==> src/rtl/dvp_delta_pkg.sv <==
// dvp_delta_pkg: shared mode encodings, FSM states and sizing helpers for dvp_delta_capture
package dvp_delta_pkg;
  localparam logic MODE_SYNTH = 1'b0;
  localparam logic MODE_DVP   = 1'b1;
  localparam int DATA_WIDTH_DEF = 256;
  localparam int BYTES = DATA_WIDTH_DEF / 8;
  typedef enum logic {SYNC, ACTIVE} state_t;
  function automatic int bytes_for(input int dw);
    return dw / 8;
  endfunction
  function automatic logic [31:0] rotl32(input logic [31:0] x, input int n);
    return (x << (n % 32)) | (x >> ((32 - n % 32) % 32));
  endfunction
endpackage

==> src/rtl/dvp_delta_capture_sync.sv <==
// dvp_sync: 2-flop synchroniser for the DVP pins with pclk/vsync rising-edge detect
//   clk, rst_n            system clock, async active-low reset
//   i_pclk/i_vsync/i_href/i_data  raw DVP pins
//   o_pclk_rise/o_vsync_rise      one-cycle edge strobes on synchronised pins
//   o_href/o_data                 synchronised pins, aligned with the strobes
module dvp_sync (
  input  logic       clk,
  input  logic       rst_n,
  input  logic       i_pclk,
  input  logic       i_vsync,
  input  logic       i_href,
  input  logic [7:0] i_data,
  output logic       o_pclk_rise,
  output logic       o_vsync_rise,
  output logic       o_href,
  output logic [7:0] o_data
);
  logic [10:0] r_s1, r_s2;
  logic r_pclk_d, r_vsync_d;
  always_ff @(posedge clk or negedge rst_n) begin
    if (!rst_n) begin
      r_s1 <= '0;
      r_s2 <= '0;
      r_pclk_d <= 1'b0;
      r_vsync_d <= 1'b0;
    end else begin
      r_s1 <= {i_pclk, i_vsync, i_href, i_data};
      r_s2 <= r_s1;
      r_pclk_d <= r_s2[10];
      r_vsync_d <= r_s2[9];
    end
  end
  assign o_pclk_rise = r_s2[10] & ~r_pclk_d;
  assign o_vsync_rise = r_s2[9] & ~r_vsync_d;
  assign o_href = r_s2[8];
  assign o_data = r_s2[7:0];
endmodule

==> src/rtl/dvp_delta_capture.sv <==
// dvp_delta_capture: synthetic or DVP-hashed frame-delta source with valid/ready output slot
//   clk, rst_n                      system clock, async active-low reset
//   i_mode                          0 synthetic, 1 DVP capture
//   i_cam_pclk/vsync/href/data      raw DVP pins (async to clk)
//   o_delta_data/o_delta_valid      held frame delta; i_delta_ready accepts it
//   o_frame_count/o_drop_count      completed and dropped frame counters
//   o_synced                        first vsync seen in DVP mode
module dvp_delta_capture import dvp_delta_pkg::*; #(
  parameter int DATA_WIDTH = 256,
  parameter int FRAME_DIV  = 27_000,
  parameter int DROP_W     = 16
) (
  input  logic                  clk,
  input  logic                  rst_n,
  input  logic                  i_mode,
  input  logic                  i_cam_pclk,
  input  logic                  i_cam_vsync,
  input  logic                  i_cam_href,
  input  logic [7:0]            i_cam_data,
  output logic [DATA_WIDTH-1:0] o_delta_data,
  output logic                  o_delta_valid,
  input  logic                  i_delta_ready,
  output logic [31:0]           o_frame_count,
  output logic [DROP_W-1:0]     o_drop_count,
  output logic                  o_synced
);
  localparam int NB = bytes_for(DATA_WIDTH);
  localparam int PW = $clog2(NB);
  localparam int DV = $clog2(FRAME_DIV);
  logic w_pclk_rise, w_vs_rise, w_href;
  logic [7:0] w_data;
  dvp_sync u_sync (
    .clk(clk), .rst_n(rst_n),
    .i_pclk(i_cam_pclk), .i_vsync(i_cam_vsync), .i_href(i_cam_href), .i_data(i_cam_data),
    .o_pclk_rise(w_pclk_rise), .o_vsync_rise(w_vs_rise), .o_href(w_href), .o_data(w_data)
  );
  state_t r_state, w_state_nx;
  logic r_mode_q, r_tick;
  logic [DATA_WIDTH-1:0] r_acc, r_prev_hash, w_fold, w_syn, w_new;
  logic [PW-1:0] r_ptr;
  logic [DV-1:0] r_div;
  logic w_mode_chg, w_dvp, w_syn_mode, w_byte, w_done_dvp, w_done_syn, w_done, w_load, w_div_end;
  logic [31:0] w_fc;
  assign w_mode_chg = i_mode != r_mode_q;
  assign w_dvp = i_mode == MODE_DVP && !w_mode_chg;
  assign w_syn_mode = i_mode == MODE_SYNTH && !w_mode_chg;
  assign w_byte = w_dvp && r_state == ACTIVE && w_pclk_rise && w_href;
  assign w_done_dvp = w_dvp && r_state == ACTIVE && w_vs_rise;
  assign w_done_syn = w_syn_mode && r_tick;
  assign w_done = w_done_dvp || w_done_syn;
  assign w_load = w_done && (!o_delta_valid || i_delta_ready);
  assign w_div_end = r_div == DV'(FRAME_DIV - 1);
  assign w_fc = o_frame_count + 32'd1;
  // a byte landing in the same cycle as the closing vsync still belongs to the frame
  always_comb begin
    w_fold = r_acc;
    if (w_byte) w_fold[8*r_ptr +: 8] = r_acc[8*r_ptr +: 8] ^ w_data;
  end
  always_comb begin
    w_syn = '0;
    for (int i = 0; i < DATA_WIDTH / 32; i++) w_syn[32*i +: 32] = w_fc ^ rotl32(w_fc, 2*i + 1);
  end
  assign w_new = w_done_dvp ? (w_fold ^ r_prev_hash) : w_syn;
  always_comb begin
    w_state_nx = r_state;
    if (w_mode_chg) w_state_nx = SYNC;
    else if (w_dvp && r_state == SYNC && w_vs_rise) w_state_nx = ACTIVE;
  end
  always_ff @(posedge clk or negedge rst_n) begin
    if (!rst_n) r_state <= SYNC;
    else r_state <= w_state_nx;
  end
  always_ff @(posedge clk or negedge rst_n) begin
    if (!rst_n) begin
      r_mode_q <= MODE_SYNTH;
      r_tick <= 1'b0;
      r_acc <= '0;
      r_ptr <= '0;
      r_prev_hash <= '0;
      r_div <= '0;
      o_delta_data <= '0;
      o_delta_valid <= 1'b0;
      o_frame_count <= '0;
      o_drop_count <= '0;
      o_synced <= 1'b0;
    end else begin
      r_mode_q <= i_mode;
      r_tick <= w_syn_mode && w_div_end;
      if (w_mode_chg || (w_dvp && w_vs_rise)) begin
        r_acc <= '0;
        r_ptr <= '0;
      end else if (w_byte) begin
        r_acc <= w_fold;
        r_ptr <= r_ptr == PW'(NB - 1) ? '0 : r_ptr + 1'b1;
      end
      if (w_mode_chg) r_div <= '0;
      else if (w_syn_mode) r_div <= w_div_end ? '0 : r_div + 1'b1;
      // prev_hash only tracks emitted frames so the consumer's XOR chain never breaks on a drop
      if (w_mode_chg) r_prev_hash <= '0;
      else if (w_load && w_done_dvp) r_prev_hash <= w_fold;
      if (w_mode_chg) o_synced <= 1'b0;
      else if (w_dvp && r_state == SYNC && w_vs_rise) o_synced <= 1'b1;
      if (w_mode_chg) o_frame_count <= '0;
      else if (w_done) o_frame_count <= w_fc;
      if (w_done && !w_load && o_drop_count != '1) o_drop_count <= o_drop_count + 1'b1;
      if (w_load) begin
        o_delta_data <= w_new;
        o_delta_valid <= 1'b1;
      end else if (o_delta_valid && i_delta_ready) o_delta_valid <= 1'b0;
    end
  end
endmodule
==> config.mk <==
export PLATFORM = sky130hd
export DESIGN_NAME = dvp_delta_capture
export DESIGN_NICKNAME = d
export VERILOG_FILES = /design/src/rtl/dvp_delta_pkg.sv /design/src/rtl/dvp_delta_capture_sync.sv /design/src/rtl/dvp_delta_capture.sv
export SDC_FILE = /design/constraint.sdc
export NUM_CORES = 2
export LEC_CHECK = 0
export ABC_AREA = 1
export ABC_CLOCK_PERIOD_IN_PS = 3200
export BUFFER_PORTS_ARGS = -buffer_cell sky130_fd_sc_hd__buf_2
export CAP_MARGIN = 20
export CORE_MARGIN = 10
export CORE_UTILIZATION = 40
export CTS_CLUSTER_DIAMETER = 50
export DETAILED_ROUTE_END_ITERATION = 10
export SETUP_SLACK_MARGIN = 0.05
export SYNTH_ARGS = -nofsm -noshare
export SYNTH_HDL_FRONTEND = slang
export SYNTH_HIERARCHICAL = 1
export SYNTH_SLANG_ARGS = --single-unit
export TNS_END_PERCENT = 20
==> constraint.sdc <==
create_clock -name clk -period 3.2 [get_ports clk]
set_input_delay 0.32 -clock clk [delete_from_list [all_inputs] [get_ports clk]]
set_output_delay 0.32 -clock clk [all_outputs]
set_load 0.005 [all_outputs]
# Word level (Yosys, flattened, before mapping)

Index checks and enable logic that the tools add are counted.

Register bits after elaboration: 864

Mux-type cells: 19
Bitwise logic cells: 24
Eq/ne operators: 4
Add/subtract/negate cells: 5
Shift operators: 3
Reductions and logical operators: 28

Operator list:

| operator                                                | number |
|---|---|
| two-way mux 256 bit                                     | 6 |
| bitwise mux 256 bit                                     | 1 |
| variable shift 8 x 34 -> 256 bit (first input constant) | 1 |
| variable part select 256 x 9 -> 8 bit                   | 1 |
| variable part select 8 x 34 -> 256 bit                  | 1 |
| bitwise XOR 256 bit                                     | 1 |
| bitwise XOR 32 bit                                      | 8 |
| two-way mux 32 bit                                      | 2 |
| two-way mux 15 bit                                      | 3 |
| negator 8 -> 34 bit                                     | 1 |
| adder 32 x 1 -> 32 bit (second input constant)          | 1 |
| bitwise OR 32 x 1 -> 32 bit                             | 1 |
| bitwise OR 32 x 11 -> 32 bit                            | 1 |
| bitwise OR 32 x 13 -> 32 bit                            | 1 |
| bitwise OR 32 x 15 -> 32 bit                            | 1 |
| bitwise OR 32 x 3 -> 32 bit                             | 1 |
| bitwise OR 32 x 5 -> 32 bit                             | 1 |
| bitwise OR 32 x 7 -> 32 bit                             | 1 |
| bitwise OR 32 x 9 -> 32 bit                             | 1 |
| adder 16 x 1 -> 16 bit (second input constant)          | 1 |
| logical AND 1 bit                                       | 16 |
| != test 16 bit (second input constant)                  | 1 |
| adder 15 x 1 -> 15 bit (second input constant)          | 1 |
| equality test 15 bit (second input constant)            | 1 |
| other kinds (11)                                        | 29 |

# Logic depth before layout (Yosys ltp)

Depth in word-level cells: 10
Depth in mapped cells: 24
Gate-level depth less buffers: 20

# By module

Netlist, hierarchy kept.

Modules (own cells, without submodules):

| module            | cells an instance | sequential area each (µm²) | instances | area an instance (µm²) |
|---|---|---|---|---|
| dvp_delta_capture | 6523              | 21020.2                    | 1         | 46467.1 |
| dvp_sync          | 36                | 600.6                      | 1         | 680.7 |

# Least setup slack after synthesis

OpenSTA, ideal clock, no wires.

Path kind: register to register
From: reg r_ptr[0]
To: reg o_delta_data[124]
Data required time: 3082 ps
Buffers on the path: 4
Slack: -236 ps
Arrival: 3318 ps
Stages on the path, launching flop included: 23
Period minus slack after synthesis: 3436 ps
Cell sequence: dfrtp_1 > buf_6 > inv_2 > buf_2 > buf_2 > ha_1 > nand2_2 > nor2_1 > ha_1 > buf_2 > inv_1 > nor3_2 > inv_2 > nor2_1 > inv_2 > nor2_2 > inv_1 > nand2_1 > nand2_1 > nand2_1 > nand3_1 > nand3_1 > nand2_1

Longest elaborated chain between the ends: 7
Elaborated cells between the ends (all ways): 9
Classes of those cells: add/sub: 1; shift: 3; mux: 3; bitwise: 2

Ends and longest elaborated chain:

| what                                   | RTL line                 | source |
|---|---|---|
| start, declared                        | dvp_delta_capture.sv:40  | `logic [PW-1:0] r_ptr;` |
| start signal, assigned                 | dvp_delta_capture.sv:94  | `r_ptr <= r_ptr == PW'(NB - 1) ? '0 : r_ptr + 1'b1;` |
| variable part select 256 x 9 -> 8 bit  | dvp_delta_capture.sv:57  | `if (w_byte) w_fold[8*r_ptr +: 8] = r_acc[8*r_ptr +: 8] ^ w_data;` |
| bitwise XOR 8 bit                      | dvp_delta_capture.sv:57  |  |
| variable part select 8 x 34 -> 256 bit | dvp_delta_capture.sv:57  |  |
| bitwise mux 256 bit (*)                | dvp_delta_capture.sv:57  |  |
| two-way mux 256 bit (*)                | dvp_delta_capture.sv:57  |  |
| bitwise XOR 256 bit (*)                | dvp_delta_capture.sv:63  | `assign w_new = w_done_dvp ? (w_fold ^ r_prev_hash) : w_syn;` |
| two-way mux 256 bit (*)                | dvp_delta_capture.sv:63  |  |
| end signal, assigned                   | dvp_delta_capture.sv:107 | `o_delta_data <= w_new;` |
| end, declared                          | dvp_delta_capture.sv:20  | `output logic [DATA_WIDTH-1:0] o_delta_data,` |

Every way passes the cells marked *; elsewhere a longest branch is shown, timed or not.
A chain may end at the register's enable or synchronous reset.

# Final worst setup path

From: reg r_ptr[0]
To: reg o_delta_data[11]

Same word-level chain as after synthesis.

==> summary.md <==
| Metric | Value |
|---|---|
| Power density cells | `444 nW/µm²` |
| Crit-path cells | `buf_4, clkbuf_16, nand2_1, nand3_1, nand3_2, nand3_2, nand3_2, nand2_1, nand2_2, nand3_4, nor2_4, buf_8, nand3_2, buf_4, nand2_1, nand3_1, nand3_2, buf_12, a21oi_1` |
| Tcrit/Tclk final | `102%` |
| Worst rel slew slack | `31.0%` |
| Clk pin slew, worst setup/hold paths | `0.06 ns` |
| Setup skew after layout | `0.0451 ns` |
| Setup TNS | `-0.610 ns` |
| First-pass GRT wire length | `349000 µm` |
| Area Overhead vs Synth | `32.5%` |
| Worst setup SP type | `flop` |
| Boundary pin count | `321` |
| Routability cong. | `1.01` |
| Die area | `132000 µm²` |
| Vias in the first global route | `48900` |
| Top_reg_cell synth | `dfrtp_1` |
| Post-Synthesis Cell Area | `47100 µm²` |
| Final ANT Viol Nets | `0` |
| Via Count | `51800` |
| Grt total ovfl | `0` |
| CTS buffer count | `131` |
| Ys Warns | `6` |
| Static leakage | `30.6 nW` |
| CTS max path bufs | `3` |
| Yosys reg bits | `864` |
| Largest net degree at the start of global routing | `139` |
| Final core utilization | `53.5%` |
| Site Rows | `125` |
| Chip width | `363 µm` |
| Most frequent CP cell | `nand3_2` |
| Core area | `117000 µm²` |
| Largest cells by area after synthesis | `dfrtp_1, nand2_1, nand3_1` |
| H-tree depth | `4` |
| Critical Path Sink Type | `flop` |
| Initial antenna violation count | `5` |
| Post-synth EDFFs | `0` |
| Final min period | `3.25 ns` |
| VDD IR max | `0.545 mV` |
| Critical-path top delay cell | `dfrtp_4` |
| Delay-heaviest family, CP | `simple AND/OR/NAND/NOR gates` |
| Slew of the pin with the lowest slew margin | `1.04 ns` |
| Initial Utilization | `40.4%` |
| Total global-route track usage | `36.4%` |
| CP max FO | `16` |
| Ys async rst share | `100%` |
| Max cap viols | `0` |
| CP arrival | `3.93 ns` |
| Total power | `27.7 mW` |
| Worst hold path class | `in -> reg` |
| Dpl ws | `-0.430 ns` |
| Final net count | `7522` |
| Post-Syn Nets | `6583` |
| Worst setup path class | `reg -> reg` |
| Final WS setup | `-0.0492 ns` |
| Clock Sinks | `864` |
| Setup violators final | `29` |
| Max Slew Vio Count | `0` |
| Mean Syn Cell Area | `7.19 µm²` |
| Avg WL per Cell | `27.2 µm` |
| Syn Inst Count | `6559` |
| Status | `finished with violations` |
| Total wire length | `248000 µm` |
| Post-route DRC | `0` |
| Most numerous cell in the Yosys netlist | `nand2_1` |
| Share of cells above drive strength 1 | `23.3%` |
| DRT Pass-1 Iters | `10` |
| Highest clock rate | `0.308 GHz` |
| Worst endpoint required time | `3.88 ns` |
| Root buffer cell | `clkbuf_16` |
| Worst-Skew Late Latency | `0.79 ns` |
| Post-DP HPWL | `186000 µm` |
| Vias per Instance | `5.67` |
| CTS tree | `done` |
| Yosys cell types | `48` |
| CP max stage delay | `0.52 ns` |
| Final hold violations | `0` |
| Post-synth top area cell | `dfrtp_1` |
| Failing checks | `setup timing` |
| RSZ-0062 raised after global routing | `true` |
| Share of Yosys cell area claimed by the top area cell type | `45.9%` |
| Worst path bufs/invs | `5` |
| Sequential-to-total area share from yosys stat | `45.9%` |
| Port bufs | `320` |
| DIE HEIGHT | `363 µm` |
| Synth cell count leaders | `nand2_1, dfrtp_1, nand3_1, inv_1, nor2_1` |
| Initial DRC Count | `7342` |
[metal layers]
metal	up-vias	track usage (%)	share of wire [%]
li1	23100	-	-
met1	25100	45.5	38
met2	2889	53.3	43
met3	659	8.43	9.6
met4	4	30.0	9.7
met5	-	0.799	0.066
[stage by stage]
step | hold WS (ns) | std cells | area, µm²
final | 0.0883 | 9130 | 62500
after global routing | 0.121 | 9128 | 62500
after CTS | 0.0499 | 9108 | 61400
after detailed placement | 0.338 | 8847 | 56300
after global placement | 0.333 | 8847 | 56300
after floorplan | 0.0244 | 6559 | 47200
[layout by cell type, fill, tap and decap left out, types with 32 or more instances in the layout]
cell,n
a21oi_1,228
a31oi_1,41
buf_12,81
buf_2,319
buf_4,756
buf_6,32
clkbuf_16,134
dfrtp_1,862
inv_1,729
nand2_1,1859
nand2_2,47
nand3_1,677
nand3_2,102
nand4_1,80
nor2_1,556
nor2_4,36
o211ai_1,50
o21ai_0,297
o21ai_1,37
o22ai_1,281
or2_2,32
xor2_1,40
[report_power, final]
| group | internal (mW) | leakage, nW | total (mW) | switching [mW] |
|---|---|---|---|---|
| Sequential | 11.2 | 11.9 | 11.5 | 0.261 |
| Combinational | 0.491 | 16.5 | 1.51 | 1.02 |
| Clock | 8.78 | 2.16 | 14.7 | 5.95 |
| Total | 20.5 | 30.6 | 27.7 | 7.23 |
[cells by family (layout without fill, tap and decap cells)]
family / Yosys count / count (layout) / share of synthesized area, %
xor+xnor: 48 / 48 / 0.892
mux: 1 / 1 / 0.0239
buf+inv: 1173 / 2218 / 9.93
compound gates: 967 / 967 / 11.5
other cells: 0 / 2 / 0
simple gates: 3497 / 3497 / 31.6
fa+ha+maj: 9 / 9 / 0.239
flops: 864 / 864 / 45.9
[area by class of cell]
cell class	count	area, µm²
antenna	2	5.00
clock buffer	169	3640
clock inverter	70	810
tap	1524	1910
timing repair buffer	1208	9520
multi-input combinational	4522	22000
sequential	864	21600
fill	11400	54200
inverter	771	2930
[worst paths after layout]
path | start | end | slack (ns) | cells after the start
min in group asynchronous | rst_n | r_prev_hash[132] | 0.16 | 2
min | i_delta_ready | o_delta_valid | 0.09 | 5
max in group asynchronous | rst_n | r_acc[121] | 2.01 | 3
max | r_ptr[0] | o_delta_data[11] | -0.05 | 19
max reg2reg | r_ptr[0] | o_delta_data[11] | -0.05 | 19
min reg2reg | u_sync/r_s1[6] | u_sync/r_s2[6] | 0.34 | 0
[worst reg2reg max path, cell delays in order, from the launching register on]
cell	delay (ns)
dfrtp_4	0.52
buf_4	0.18
clkbuf_16	0.19
nand2_1	0.08
nand3_1	0.13
nand3_2	0.18
nand3_2	0.19
nand3_2	0.14
nand2_1	0.07
nand2_2	0.10
nand3_4	0.16
nor2_4	0.19
buf_8	0.19
nand3_2	0.15
buf_4	0.19
nand2_1	0.07
nand3_1	0.08
nand3_2	0.14
buf_12	0.16
a21oi_1	0.06
[repair_timing]
action | in CTS | in global routing
pin swaps | 18 | 43
hold buffers | 13 | 0
resized for setup | 105 | 216
setup buffers | 9 | 17
gates cloned | 0 | 2
endpoints found under the setup margin | 270 | 437
hold endpoints to repair | 67 | 0
[flip-flops by register name (all words and copies together) (netlist names)]
signal,cells
o_drop_count,16
u_sync/r_pclk_d,1
r_prev_hash,256
r_mode_q,1
r_acc,256
r_tick,1
r_state,1
o_frame_count,32
r_div,15
o_delta_valid,1
o_delta_data,256
u_sync/r_s2,11
u_sync/r_s1,11
r_ptr,5
u_sync/r_vsync_d,1
Note: power is estimated with default switching activity, not from simulation.
